[config.mk]
export PLATFORM = sky130hd
export DESIGN_NAME = shift_unit
export DESIGN_NICKNAME = d
export VERILOG_FILES = /design/src/rtl/shift_unit.sv
export SDC_FILE = /design/constraint.sdc
export NUM_CORES = 1
export LEC_CHECK = 0
export ABC_AREA = 1
export BUFFER_PORTS_ARGS = -buffer_cell sky130_fd_sc_hd__buf_2
export CAP_MARGIN = 15
export CORE_MARGIN = 4
export CORE_UTILIZATION = 35
export CTS_CLUSTER_DIAMETER = 50
export CTS_CLUSTER_SIZE = 24
export DETAILED_ROUTE_END_ITERATION = 12
export PLACE_DENSITY_LB_ADDON = 0.3
export SLEW_MARGIN = 15
export SYNTH_ARGS = -nofsm -noshare
export SYNTH_HDL_FRONTEND = slang
export SYNTH_SLANG_ARGS = --single-unit
[constraint.sdc]
create_clock -name clk -period 3.2 [get_ports clk]
set_input_delay 0.32 -clock clk [delete_from_list [all_inputs] [get_ports clk]]
set_output_delay 0.32 -clock clk [all_outputs]
set_load 0.03 [all_outputs]
[src/rtl/shift_unit.sv]
// Multi-cycle shifter: SLL/SRL/SRA/ROR by a variable amount, at most STEP bits per clock,
// with a start/busy/done handshake so the ALU control can stall on long shifts.
module shift_unit #(
    parameter int WIDTH = 32,
    parameter int STEP  = 4,
    localparam int AW   = $clog2(WIDTH)
) (
    input  logic             clk,
    input  logic             rst,
    input  logic             start,
    input  logic [1:0]       op,
    input  logic [AW-1:0]    amt,
    input  logic [WIDTH-1:0] din,
    output logic             busy,
    output logic             done,
    output logic [WIDTH-1:0] dout
);

    typedef enum logic [1:0] {
        S_IDLE  = 2'd0,
        S_SHIFT = 2'd1,
        S_DONE  = 2'd2
    } state_t;

    localparam logic [1:0] OP_SLL = 2'b00;
    localparam logic [1:0] OP_SRL = 2'b01;
    localparam logic [1:0] OP_SRA = 2'b10;

    localparam logic [AW:0] STEP_C  = (AW+1)'(STEP);
    localparam logic [AW:0] WIDTH_C = (AW+1)'(WIDTH);

    state_t           state_q, state_d;
    logic [WIDTH-1:0] work_q, work_d;
    logic [AW:0]      rem_q, rem_d;
    logic [1:0]       op_q, op_d;
    logic             sign_q, sign_d;
    logic [WIDTH-1:0] dout_q, dout_d;
    logic             busy_q, done_q;

    logic [AW:0]      step_amt;
    logic [AW:0]      rot_amt;
    logic [WIDTH-1:0] fill_mask;
    logic [WIDTH-1:0] shifted;

    // One step of the datapath: shift the work register by min(remaining, STEP).
    always_comb begin
        step_amt  = (rem_q > STEP_C) ? STEP_C : rem_q;
        rot_amt   = WIDTH_C - step_amt;
        fill_mask = ~({WIDTH{1'b1}} >> step_amt);
        case (op_q)
            OP_SLL:  shifted = work_q << step_amt;
            OP_SRL:  shifted = work_q >> step_amt;
            OP_SRA:  shifted = (work_q >> step_amt) | (sign_q ? fill_mask : '0);
            default: shifted = (work_q >> step_amt) | (work_q << rot_amt);
        endcase
    end

    always_comb begin
        state_d = state_q;
        work_d  = work_q;
        rem_d   = rem_q;
        op_d    = op_q;
        sign_d  = sign_q;
        dout_d  = dout_q;
        case (state_q)
            S_IDLE: begin
                if (start) begin
                    work_d = din;
                    op_d   = op;
                    sign_d = din[WIDTH-1];
                    rem_d  = {1'b0, amt};
                    if (amt == '0) begin
                        state_d = S_DONE;
                        dout_d  = din;
                    end else begin
                        state_d = S_SHIFT;
                    end
                end
            end
            S_SHIFT: begin
                work_d = shifted;
                rem_d  = rem_q - step_amt;
                if (rem_q == step_amt) begin
                    state_d = S_DONE;
                    dout_d  = shifted;
                end
            end
            S_DONE:  state_d = S_IDLE;
            default: state_d = S_IDLE;
        endcase
    end

    // busy/done are registered from the next state so outputs never depend on inputs.
    always_ff @(posedge clk or posedge rst) begin
        if (rst) begin
            state_q <= S_IDLE;
            work_q  <= '0;
            rem_q   <= '0;
            op_q    <= '0;
            sign_q  <= 1'b0;
            dout_q  <= '0;
            busy_q  <= 1'b0;
            done_q  <= 1'b0;
        end else begin
            state_q <= state_d;
            work_q  <= work_d;
            rem_q   <= rem_d;
            op_q    <= op_d;
            sign_q  <= sign_d;
            dout_q  <= dout_d;
            busy_q  <= (state_d != S_IDLE);
            done_q  <= (state_d == S_DONE);
        end
    end

    assign busy = busy_q;
    assign done = done_q;
    assign dout = dout_q;

endmodule

==> results.cfg <==
[global_route]
antenna_found_initial = 0
globalRoute.totalOverflow = 0
grt_max_degree = 67
grt_pass1_wl_um = 36600
grt_use_total_pct = 23.1
first_global_vias = 6476

[critical_path]
path_cells = nor2_4, nand2_4, nor2_4, inv_2, ha_1, inv_1, ha_1, buf_4, nor2_2, inv_1, or2_0, nand3_1, nand2_1, nand2_1, nand3_1, nand2_1
critPathArrivalTime_ns = 3.20
end_kind = flip-flop
crit_type = flip-flop to flip-flop
cp.required_ns = 3.49
reg2reg_from = rem_q[2]
setup.reg_to_reg.worst_slack_ns = 0.29
crit_fanout = 17
ff_to_ff_end = work_q[28]
most_used_cell_cp = sky130_fd_sc_hd__nand2_1
crit_path_start_kind = flip-flop
critical-path-slowest-cell = sky130_fd_sc_hd__dfrtp_1
max_stage_delay_on_crit_path_ns = 0.44
r2r.worst_path.cells = 16

[route]
ant_nets = 0
routed_wl_um = 23400
routedWlPerCell_um = 17.9
num_vias = 7039
drt_first_iter_violations = 843
routed_via_density = 5.38
number_of_search_and_repair_iterations_in_the_first_detailed_routing_pass = 6
drcViolationCount = 0

[sta]
worst_slack_ns = 0.289
finClkSkew_ns = 0.00832
report.final.slew_viol_count = 0
tns_ns = 0
post-route-period-util_pct = 91.0
maxClockFrequency_ghz = 0.344
setup_viol = 0
rsz0062_at_grt = no
report.final.hold_viol_count = 0
relSlewSlack_pct = 54.1
worst_pin_slew_ns = 0.687
fin_crit_ns = 2.91

[hold_path]
hold_end = op_q[1]
min-delay-path-class = input pin to flip-flop
worstHoldStart = op[1]
worstHoldPathCells = 3

[placement]
post-place-ws_ns = 0.363
detailedPlacementHpwl_um = 17500
place.port_buffers = 75
gp_congestion = 1.02

[job]
maxCapViolations = 0

[cts]
ctsRootBufferMaster = sky130_fd_sc_hd__clkbuf_16
max-clock-path-buffers = 2
post_cts_buffers = 0
clkSlewWorstSetupHoldPaths_ns = 0.06
h_tree_level_count = 3
cts_made_buffers = 9
clock_sinks = 77
worst_skew_pair.late_latency_ns = 0.35
tritoncts = built

[power]
vdd_ir_drop_max_v = 0.000585
pwr_density_cell_nw_per_um2 = 1270
p_leak_nw = 3.64

[die]
floorplan.initialDensity_pct = 35.5
core-area_um2 = 17900
die_h_um = 143
die_area_um2 = 20400
std_cell_rows = 49
die_width_um = 143
io_pins = 76

[cells_and_area]
register_area_um2 = 1930
area_growth_syn_to_layout_pct = 13.2
layout-drive-gt1-share_pct = 15.8
nets = 1121
antenna_cells = 0
area_of_combinational_cells_with_multiple_inputs_um2 = 3840
nFillCells = 1981

[yosys]
mappedNetlistArea_um2 = 6360
post-synth-top-count-cell = sky130_fd_sc_hd__nand2_1
synth_sequential_area_ratio_pct = 30.3
synth_warnings = 0
synth_enable_flop_cells = 0
postSynth.asyncResetShare_pct = 100
synthTopCellsByArea = sky130_fd_sc_hd__dfrtp_1 (30%), sky130_fd_sc_hd__nand2_1 (22%), sky130_fd_sc_hd__nand3_1 (7.1%), sky130_fd_sc_hd__o21ai_0 (6.5%), sky130_fd_sc_hd__o21ai_1 (5.6%)
synth_commonest_cells = sky130_fd_sc_hd__nand2_1 (374), sky130_fd_sc_hd__nand3_1 (90), sky130_fd_sc_hd__o21ai_0 (82), sky130_fd_sc_hd__dfrtp_1 (77)
synth_fp_nets = 1068
synth_top_area_cell = sky130_fd_sc_hd__dfrtp_1
ys_dominant_reg_cell = sky130_fd_sc_hd__dfrtp_1
netlist-cell-type-count = 48
synthCells = 1021
postSynthAreaPerCell_um2 = 6.23
yosys_register_bits = 77
synthDominantCellAreaShare_pct = 30.3

[outcome]
run_status = completed
worst max path at each step:
stage,from,endpoint,slack [ns],cells past startpoint
floorplan,rem_q[2],dout[29],0.35,18
global placement,rem_q[2],work_q[30],0.45,14
detailed placement,rem_q[2],dout[28],0.36,16
CTS,rem_q[2],work_q[28],0.35,16
global route,rem_q[2],work_q[28],0.10,16
finish,rem_q[2],work_q[28],0.29,16
routing by layer:
| layer | GRT usage, % | vias to the layer above | share of wire [%] |
|---|---|---|---|
| met5 | 0 | - | 0 |
| met4 | 7.25 | 0 | 2.6 |
| met3 | 3.75 | 38 | 7.6 |
| met2 | 35.9 | 323 | 45 |
| li1 | - | 3451 | - |
| met1 | 33.0 | 3227 | 45 |
where the power goes:
part / leakage [nW] / total, mW / internal [mW] / switching (mW)
clock network: 0.138 / 0.996 / 0.536 / 0.460
logic: 2.56 / 6.29 / 1.85 / 4.45
registers: 0.941 / 1.83 / 1.48 / 0.350
logic make-up (layout without fill, tap and decap cells):
group	count (synthesis)	after routing	share of synthesized area, %
buffers and inverters	137	195	9.33
adders and majority gates	5	5	0.984
AOI/OAI and AO/OA	218	218	19.3
DFF	77	77	30.3
muxes	2	2	0.315
xor gates and xnor gates	1	1	0.138
other	1	1	0.0590
and+or+nand+nor	580	580	39.6
area by class of cell:
cell class                      instances  share of cell area, %
Multi-Input combinational cell        807                   53.3
Clock buffer                            9                   3.13
Sequential cell                        77                   26.8
Timing Repair Buffer                   96                   7.61
Tap cell                              229                   3.98
Clock inverter                          7                  0.817
Inverter                               83                   4.35
through the flow:
| stage | hold WS [ns] | cell area, um^2 | util, % | total power [mW] | instances |
|---|---|---|---|---|---|
| after detailed placement | 0.286 | 6900 | 38.6 | 8.02 | 1291 |
| after global placement | 0.279 | 6900 | 38.6 | 8.05 | 1291 |
| after CTS | 0.190 | 7200 | 40.2 | 9.05 | 1308 |
| after global routing | 0.217 | 7200 | 40.2 | 9.91 | 1308 |
| final | 0.190 | 7200 | 40.2 | 9.11 | 1308 |
| after floorplan | 0.441 | 6360 | - | 6.20 | 1021 |
repair_timing:
item / CTS / global route
hold buffers: 1 / 0
endpoints found under the hold margin: 15 / 0
resized for setup: 0 / 0
cells in the final DEF, fill, tap and decap left out, types with 19 or more instances in the layout:
cell type,netlist,final
sky130_fd_sc_hd__buf_2,12,75
sky130_fd_sc_hd__inv_1,71,70
sky130_fd_sc_hd__nor2_1,52,51
sky130_fd_sc_hd__or2_2,22,22
sky130_fd_sc_hd__nand2_1,374,374
sky130_fd_sc_hd__o21ai_1,71,71
sky130_fd_sc_hd__o21ai_0,82,82
sky130_fd_sc_hd__dfrtp_1,77,77
sky130_fd_sc_hd__nand3_1,90,90
sky130_fd_sc_hd__buf_4,5,19
registers in the layout, indices dropped and copies added, names as in the netlist:
signal	flops
done	1
sign_q	1
state_q	2
busy	1
op_q	2
work_q	32
rem_q	6
dout	32
worst max-delay path: cells and delay by family, from the launching register on:
| kind | cells | cell delay, ns |
|---|---|---|
| adder cells (fa/ha/maj) | 2 | 0.47 |
| AND/OR/NAND/NOR | 10 | 1.45 |
| buffers and inverters | 4 | 0.48 |
| flip-flops | 1 | 0.44 |
Power figures use the tool's default switching activity.
